$ cat config.mk
export PLATFORM = sky130hd
export DESIGN_NAME = seq_match_ctrl_flat
export DESIGN_NICKNAME = d
export VERILOG_FILES = /design/src/rtl/seq_match_ctrl_if.sv /design/src/rtl/seq_match_ctrl.sv /design/src/flat_wrapper.sv
export SDC_FILE = /design/constraint.sdc
export NUM_CORES = 1
export LEC_CHECK = 0
export CAP_MARGIN = 25
export CELL_PAD_IN_SITES_DETAIL_PLACEMENT = 0
export CELL_PAD_IN_SITES_GLOBAL_PLACEMENT = 1
export CORE_MARGIN = 5
export CORE_UTILIZATION = 39
export CTS_CLUSTER_DIAMETER = 80
export DETAILED_ROUTE_END_ITERATION = 7
export GPL_TIMING_DRIVEN = 1
export PLACE_DENSITY_LB_ADDON = 0.1
export SLEW_MARGIN = 15
export SYNTH_ARGS = -nofsm -noshare
export SYNTH_HDL_FRONTEND = slang
export SYNTH_SLANG_ARGS = --single-unit
$ cat constraint.sdc
create_clock -name clk -period 3 [get_ports clk]
set_input_delay 0.9 -clock clk [delete_from_list [all_inputs] [get_ports clk]]
set_output_delay 0.9 -clock clk [all_outputs]
set_load 0.01 [all_outputs]
$ cat src/rtl/seq_match_ctrl_if.sv
// seq_match_ctrl_if: config, control and serial-stream bundle for seq_match_ctrl
// master (bench/control side) drives cfg_*, start, abort, in_valid, in;
// slave (seq_match_ctrl) drives cfg_ready, detect, busy, done, match_count.
interface seq_match_ctrl_if #(
   parameter int PAT_W = 8,
   parameter int CNT_W = 8,
   parameter int LEN_W = $clog2(PAT_W) + 1
);
   logic             cfg_valid;
   logic             cfg_ready;
   logic [PAT_W-1:0] cfg_pattern;
   logic [LEN_W-1:0] cfg_len;
   logic             cfg_overlap;
   logic [CNT_W-1:0] cfg_target;
   logic             start;
   logic             abort;
   logic             in_valid;
   logic             in;
   logic             detect;
   logic             busy;
   logic             done;
   logic [CNT_W-1:0] match_count;
   modport master (
      output cfg_valid, cfg_pattern, cfg_len, cfg_overlap, cfg_target, start, abort, in_valid, in,
      input  cfg_ready, detect, busy, done, match_count
   );
   modport slave (
      input  cfg_valid, cfg_pattern, cfg_len, cfg_overlap, cfg_target, start, abort, in_valid, in,
      output cfg_ready, detect, busy, done, match_count
   );
endinterface

$ cat src/rtl/seq_match_ctrl.sv
// seq_match_ctrl: programmable serial pattern detector with arm/abort and match target
// Ports: clk, rst (sync, active-low), bus (seq_match_ctrl_if.slave: config write,
// start/abort, qualified serial bit, Mealy detect, busy/done, match_count).
// Macro SEQ_MATCH_OVERLAP_EN: when defined, cfg_overlap is stored and overlapping matches work.
module seq_match_ctrl #(
   parameter int PAT_W = 8,
   parameter int CNT_W = 8,
   parameter int LEN_W = $clog2(PAT_W) + 1
) (
   input logic clk,
   input logic rst,
   seq_match_ctrl_if.slave bus
);
   typedef enum logic [1:0] {IDLE = 2'd0, ARMED = 2'd1, DONE = 2'd2} state_t;
   state_t           r_state;
   logic [PAT_W-1:0] r_pattern;
   logic [PAT_W-2:0] r_hist;
   logic [LEN_W-1:0] r_len;
   logic [LEN_W-1:0] r_fill;
   logic [CNT_W-1:0] r_target;
   logic [CNT_W-1:0] r_count;
   logic             r_busy;
   logic             r_done;
   logic             r_ready;
   logic [PAT_W-1:0] w_word;
   logic [PAT_W-1:0] w_mask;
   logic [LEN_W:0]   w_fill_inc;
   logic [LEN_W-1:0] w_fill_sat;
   logic [LEN_W-1:0] w_len_in;
   logic [CNT_W-1:0] w_count_inc;
   logic             w_match;
   logic             w_detect;
   logic             w_overlap;
`ifdef SEQ_MATCH_OVERLAP_EN
   logic             r_overlap;
   assign w_overlap = r_overlap;
`else
   assign w_overlap = 1'b0;
`endif
   assign w_word      = {r_hist, bus.in};
   // low r_len bits set; a shift by PAT_W yields all ones
   assign w_mask      = ~({PAT_W{1'b1}} << r_len);
   assign w_fill_inc  = {1'b0, r_fill} + (LEN_W+1)'(1);
   assign w_fill_sat  = (w_fill_inc > (LEN_W+1)'(PAT_W)) ? LEN_W'(PAT_W) : w_fill_inc[LEN_W-1:0];
   assign w_match     = (w_fill_inc >= {1'b0, r_len}) && (((w_word ^ r_pattern) & w_mask) == '0);
   assign w_detect    = (r_state == ARMED) && bus.in_valid && w_match && !bus.abort;
   assign w_len_in    = (bus.cfg_len == '0) ? LEN_W'(1) :
                        (bus.cfg_len > LEN_W'(PAT_W)) ? LEN_W'(PAT_W) : bus.cfg_len;
   assign w_count_inc = (r_count == '1) ? r_count : r_count + CNT_W'(1);
   assign bus.detect      = w_detect;
   assign bus.busy        = r_busy;
   assign bus.done        = r_done;
   assign bus.cfg_ready   = r_ready;
   assign bus.match_count = r_count;
   always_ff @(posedge clk) begin
      if (!rst) begin
         r_state   <= IDLE;
         r_pattern <= PAT_W'(10);
         r_len     <= LEN_W'(4);
         r_target  <= '0;
         r_hist    <= '0;
         r_fill    <= '0;
         r_count   <= '0;
         r_busy    <= 1'b0;
         r_done    <= 1'b0;
         r_ready   <= 1'b1;
`ifdef SEQ_MATCH_OVERLAP_EN
         r_overlap <= 1'b0;
`endif
      end else if (r_state != ARMED) begin
         if (bus.cfg_valid) begin
            r_pattern <= bus.cfg_pattern;
            r_len     <= w_len_in;
            r_target  <= bus.cfg_target;
`ifdef SEQ_MATCH_OVERLAP_EN
            r_overlap <= bus.cfg_overlap;
`endif
         end
         if (bus.start) begin
            r_state <= ARMED;
            r_hist  <= '0;
            r_fill  <= '0;
            r_count <= '0;
            r_busy  <= 1'b1;
            r_done  <= 1'b0;
            r_ready <= 1'b0;
         end
      end else if (bus.abort) begin
         r_state <= IDLE;
         r_busy  <= 1'b0;
         r_ready <= 1'b1;
      end else if (bus.in_valid) begin
         r_hist <= w_word[PAT_W-2:0];
         // non-overlap discards the matched bits by restarting the fill
         r_fill <= (w_match && !w_overlap) ? '0 : w_fill_sat;
         if (w_match) begin
            r_count <= w_count_inc;
            if (r_target != '0 && w_count_inc == r_target) begin
               r_state <= DONE;
               r_busy  <= 1'b0;
               r_done  <= 1'b1;
               r_ready <= 1'b1;
            end
         end
      end
   end
endmodule

$ cat src/flat_wrapper.sv
// flat-port wrapper written by rule: the top's interface ports become plain ports
module seq_match_ctrl_flat 
#(
   parameter int PAT_W = 8,
   parameter int CNT_W = 8,
   parameter int LEN_W = $clog2(PAT_W) + 1
)
  (clk, rst, bus_cfg_valid, bus_cfg_pattern, bus_cfg_len, bus_cfg_overlap, bus_cfg_target, bus_start, bus_abort, bus_in_valid, bus_in, bus_cfg_ready, bus_detect, bus_busy, bus_done, bus_match_count);
  seq_match_ctrl_if #(.PAT_W(PAT_W), .CNT_W(CNT_W), .LEN_W(LEN_W)) bus_i ();
  input logic clk;
  input logic rst;
  input wire logic [$bits(bus_i.cfg_valid)-1:0] bus_cfg_valid;
  input wire logic [$bits(bus_i.cfg_pattern)-1:0] bus_cfg_pattern;
  input wire logic [$bits(bus_i.cfg_len)-1:0] bus_cfg_len;
  input wire logic [$bits(bus_i.cfg_overlap)-1:0] bus_cfg_overlap;
  input wire logic [$bits(bus_i.cfg_target)-1:0] bus_cfg_target;
  input wire logic [$bits(bus_i.start)-1:0] bus_start;
  input wire logic [$bits(bus_i.abort)-1:0] bus_abort;
  input wire logic [$bits(bus_i.in_valid)-1:0] bus_in_valid;
  input wire logic [$bits(bus_i.in)-1:0] bus_in;
  output wire logic [$bits(bus_i.cfg_ready)-1:0] bus_cfg_ready;
  output wire logic [$bits(bus_i.detect)-1:0] bus_detect;
  output wire logic [$bits(bus_i.busy)-1:0] bus_busy;
  output wire logic [$bits(bus_i.done)-1:0] bus_done;
  output wire logic [$bits(bus_i.match_count)-1:0] bus_match_count;
  assign bus_i.cfg_valid = bus_cfg_valid;
  assign bus_i.cfg_pattern = bus_cfg_pattern;
  assign bus_i.cfg_len = bus_cfg_len;
  assign bus_i.cfg_overlap = bus_cfg_overlap;
  assign bus_i.cfg_target = bus_cfg_target;
  assign bus_i.start = bus_start;
  assign bus_i.abort = bus_abort;
  assign bus_i.in_valid = bus_in_valid;
  assign bus_i.in = bus_in;
  assign bus_cfg_ready = bus_i.cfg_ready;
  assign bus_detect = bus_i.detect;
  assign bus_busy = bus_i.busy;
  assign bus_done = bus_i.done;
  assign bus_match_count = bus_i.match_count;
  seq_match_ctrl #(.PAT_W(PAT_W), .CNT_W(CNT_W), .LEN_W(LEN_W)) u_core (.clk(clk), .rst(rst), .bus(bus_i));
endmodule
### Word level (Yosys, flattened, before mapping)

Index checks and enable logic that the tools add are counted.

| storage, ports and cells | value |
|---|---|
| flip-flop bits (word level) | 44 |
| input bits | 28 |
| output and inout port bits | 12 |
| logic and storage cells | 83 |

| cells by class | value |
|---|---|
| add/subtract/negate cells | 2 |
| $lt $le $gt $ge | 3 |
| eq/ne operators | 6 |
| shift-type cells | 1 |
| multiplexer cells | 38 |
| bitwise logic cells | 3 |
| reductions and logical operators | 20 |

Operator list:

| cell | count |
|---|---|
| two-way mux 8 bit | 6 |
| two-way mux 4 bit | 8 |
| two-way mux 7 bit | 4 |
| two-way mux 1 bit | 14 |
| two-way mux 2 bit | 6 |
| nonzero test 3 bit | 3 |
| adder 8 x 1 -> 8 bit, second input constant | 1 |
| bitwise AND 8 bit | 1 |
| equality test 8 bit | 1 |
| equality test 8 bit, second input constant | 1 |
| logical NOT 8 bit | 1 |
| inverter 8 bit | 1 |
| AND reduction 4 bit | 2 |
| nonzero test 8 bit | 1 |
| left shift 8 x 4 -> 8 bit, first input constant | 1 |
| bitwise XOR 8 bit | 1 |
| nonzero test 2 bit | 3 |
| adder 4 x 1 -> 5 bit, second input constant | 1 |
| >= comparator 5 x 4 -> 1 bit | 1 |
| greater-than comparator 5 x 4 -> 1 bit, second input constant | 1 |
| logical AND 1 bit | 5 |
| AND reduction 5 bit | 1 |
| greater-than comparator 4 bit, second input constant | 1 |
| logical NOT 4 bit | 1 |
| other kinds (6) | 7 |

### Longest topological paths before layout

| logic depth | value |
|---|---|
| depth after elaboration | 9 |
| depth in mapped cells | 11 |
| gate-level depth less buffers | 9 |

### Least setup slack after synthesis

OpenSTA, ideal clock, no wires.

| timing path | value |
|---|---|
| kind | reg2out |
| start point | register u_core.r_fill[0] |
| end point | output port bus_detect |
| data arrival time | 1883 ps |
| path slack | 217 ps |
| stages on the path, launching flop included | 11 |
| buffers on the path | 2 |
| cell sequence | dfxtp_1 -> ha_1 -> clkbuf_1 -> xor2_1 -> ha_1 -> o21ai_0 -> o21ai_0 -> o2111a_1 -> buf_4 -> nand2_1 -> inv_1 |

| on the way | value |
|---|---|
| cells in the longest elaborated chain, start to end | 5 |

Ends and longest elaborated chain:

| what | line | source |
|---|---|---|
| from (decl) | seq_match_ctrl.sv:19 | `logic [LEN_W-1:0] r_fill;` |
| from (signal assigned) | seq_match_ctrl.sv:95 | `r_fill <= (w_match && !w_overlap) ? '0 : w_fill_sat;` |
| adder 4 x 1 -> 5 bit | seq_match_ctrl.sv:43 | `assign w_fill_inc = {1'b0, r_fill} + (LEN_W+1)'(1);` |
| >= comparator 5 x 4 -> 1 bit | seq_match_ctrl.sv:45 | `assign w_match = (w_fill_inc >= {1'b0, r_len}) && (((w_word ^ r_pattern) & w_mask) == '0);` |
| logical AND 1 bit | seq_match_ctrl.sv:45 |  |
| logical AND 1 bit (2 in series) | seq_match_ctrl.sv:46 | `assign w_detect = (r_state == ARMED) && bus.in_valid && w_match && !bus.abort;` |
| to (decl) | flat_wrapper.sv:22 | `output wire logic [$bits(bus_i.detect)-1:0] bus_detect;` |

No other way between the ends.

### Final worst setup path

Same ends and word-level chain as after synthesis.

==> summary.txt <==
Logic synthesis
  • Post-Synthesis Cells: 318
  • Synth Warn #: 0
  • Post-synth EDFFs: 0
  • Most used flip-flop cell after synthesis: dfxtp_1
  • Distinct cells, synth: 61
  • Sequential area share after synthesis: 0.3428
  • Syn Std Cell Area: 0.002511 mm^2
  • Asr flop ratio synth: 0
  • Yosys reg bits: 43
  • Syn_area_per_cell: 7.897 um^2
  • Post-synth net total: 353

Flow run
  • Max-cap violations: 0

Routing
  • DRT Wirelength: 6707 um
  • Detailed Routing Iterations Pass 1: 4
  • WL per Instance: 15.07 um
  • DR DRC count: 0
  • Via count: 2461
  • DRT antenna net count: 0
  • Initial drt markers: 142
  • Drt via density: 5.530

Clock tree
  • Clock Sinks: 43
  • CTS tree: built
  • Clk slew on worst S/H paths: 0.09 ns
  • H-tree depth: 2
  • Clk buf depth: 2
  • Root Buffer: clkbuf_8
  • CTS buffer count: 5
  • Clk Latency, worst-skew pair: 0.30 ns

Finish
  • Filler instances: 672
  • Final Non-Filler Cells: 445
  • Share of cells above drive strength 1: 0.1766
  • Most common library cell in the layout ignoring fill and taps: nand2_1
  • Most frequent cells in the layout: nand2_1 (52), dfxtp_1 (41), clkdlybuf4s50_1 (36)
  • Antenna diodes: 0
  • Final Instance Area: 0.003199 mm^2
  • NumNets Final: 402
  • Syn-to-layout area delta: 27.40%

STA
  • RSZ-0062 raised after global routing: yes
  • Hold Fails Final Rpt: 0
  • FMAX: 0.3468 GHz
  • Min Tclk post-route: 2.884 ns
  • Worst slew margin: 0.5403
  • Tcrit/Tclk final: 0.9612
  • Clk_skew: 0.005596 ns
  • Worst-Margin Slew: 0.6895 ns
  • Final setup viols: 0
  • Hold_ws: 0.4579 ns
  • Max Slew Vio Count: 0

Global routing
  • Vias in the first global route: 2294
  • Total gr overflow: 0
  • Initial antenna violation count: 0
  • Largest net degree at the start of global routing: 33
  • Total GRT Usage: 0.1630
  • Global-route wire length before repair: 11130 um

Place
  • Placer Congestion: 0.8580
  • DP Cell Count: 430
  • Detailed placement HPWL: 4801 um
  • Placement Cell Area: 0.002997 mm^2
  • Port bufs: 38

Critical path
  • Crit end category: output port
  • Critical-path top delay cell: dfxtp_4
  • Crit path required time: 2.10 ns
  • Crit-path max FO: 4
  • Slowest stage delay, CP: 0.38 ns
  • Critical path class: reg2out
  • Endpoint arrival time on the critical path: 1.98 ns
  • Startpoint Class: flop
  • R2R setup slack: 0.15 ns
  • Crit-path cells: ha_4, xor2_1, ha_1, o21ai_2, o21ai_1, o2111a_1, nand2_1, inv_1, buf_2

Floorplanning
  • Die Wd: 90.24 um
  • I/O pins: 40
  • Die Area: 0.008143 mm^2
  • Starting Density: 0.3977
  • Core region area: 0.006314 mm^2
  • Num rows: 29
  • Die height: 90.24 um

Hold path
  • Worst Hold Class: reg2reg

Power and ir drop
  • Peak supply drop: 0.1933 mV
  • Cell area power density: 379.1 mW/mm^2
  • Total power draw: 1.213 mW
  • Leak: 1.172 nW

Status
  • Run status: completed
-- sequential cells by signal, summed over array words and instances (netlist names) --
name / cells
u_core.bus.cfg_ready: 1
u_core.bus.done: 1
u_core.bus.match_count: 8
u_core.r_fill: 4
u_core.r_hist: 7
u_core.r_len: 4
u_core.r_pattern: 8
u_core.r_state: 2
u_core.r_target: 8
-- metrics by stage --
stage	utilization	worst slack (ns)	TNS, ns
final	0.5067	0.1164	0
after detailed placement	0.4746	-0.6601	-0.6601
after global placement	0.4746	-0.6581	-0.6581
after floorplan	-	0.2172	0
after global routing	0.5067	-0.01131	-0.01131
after CTS	0.5006	0.009838	0
-- logic make-up after synthesis --
family,count (synthesis),share of synthesized area
and+or+nand+nor,131,0.2631
AOI/OAI and AO/OA,91,0.2436
DFF,43,0.3428
buffers and inverters,32,0.06676
xor gates and xnor gates,14,0.04883
adders and majority gates,7,0.03488
-- cells in the mapped netlist (2+ instances only) --
cell      count  area [um^2]
dfxtp_1      43        860.8
nor4_2        2        25.02
nand3_1       9        45.04
o21ai_1       3        15.01
inv_1        11        41.29
or2b_2        2        17.52
nand2_1      52        195.2
clkbuf_1     11        41.29
buf_6         4        45.04
a21oi_1      32        160.2
and2_1        2        12.51
nand3b_1      3        22.52
nor3_1        7        35.03
o221a_2       3        33.78
nand4_1       8        50.05
o32ai_1       2        17.52
o21ai_0      11        55.05
a22oi_1      10        75.07
a211oi_1      2        15.01
o211ai_1      2        15.01
or3_1         2        12.51
a31oi_1       7        43.79
nor2_1       27        101.4
buf_2         3        15.01
ha_1          7        87.58
nand2b_1      4        25.02
and3_2        2        15.01
or4_2         2        17.52
xnor2_1      13        113.9
-- worst max-delay path, delay by kind of cell, from the launching register on --
kind	cells	cell delay, ns
adder cells (fa/ha/maj)	2	0.45
AO/OA/AOI/OAI	3	0.44
flip-flops	1	0.38
buffers and inverters	2	0.18
XOR/XNOR	1	0.15
AND/OR/NAND/NOR	1	0.08
-- cell type report --
class / count / area (um^2) / share of cell area
Clock buffer: 6 / 82.58 / 0.02581
Inverter: 11 / 41.29 / 0.01291
Tap cell: 77 / 96.34 / 0.03011
Multi-Input combinational cell: 243 / 1536 / 0.4802
Timing Repair Buffer: 63 / 558.0 / 0.1744
Clock inverter: 2 / 16.27 / 0.005084
Sequential cell: 43 / 868.3 / 0.2714
-- power by group --
group | internal [mW] | switching [mW] | leakage (nW)
clock network | 0.188 | 0.221 | 0.0474
logic | 0.0972 | 0.0949 | 0.773
registers | 0.589 | 0.0218 | 0.352
-- worst paths after layout --
kind | cells past startpoint | startpoint | endpoint
worst max-delay path | 9 | u_core.r_fill[0] | bus_detect
worst min-delay path | 2 | u_core.bus.done | u_core.bus.done
worst max register to register | 16 | u_core.r_fill[0] | u_core.bus.match_count[6]
worst min register to register | 2 | u_core.bus.done | u_core.bus.done
-- layer usage --
metal	GRT usage	share of wire
met2	0.2494	0.45
met3	0.04007	0.060
met4	0.05831	0.021
met5	0	0
met1	0.2222	0.47
-- repair_timing --
| item | in CTS | in global routing |
|---|---|---|
| hold endpoints to repair | 0 | 0 |
| buffers inserted | 8 | 0 |
| hold buffers | 0 | 0 |
| pin swaps | 4 | 8 |
| endpoints found under the setup margin | 1 | 2 |
| resized for setup | 10 | 12 |
(Power assumes the default switching activity.)
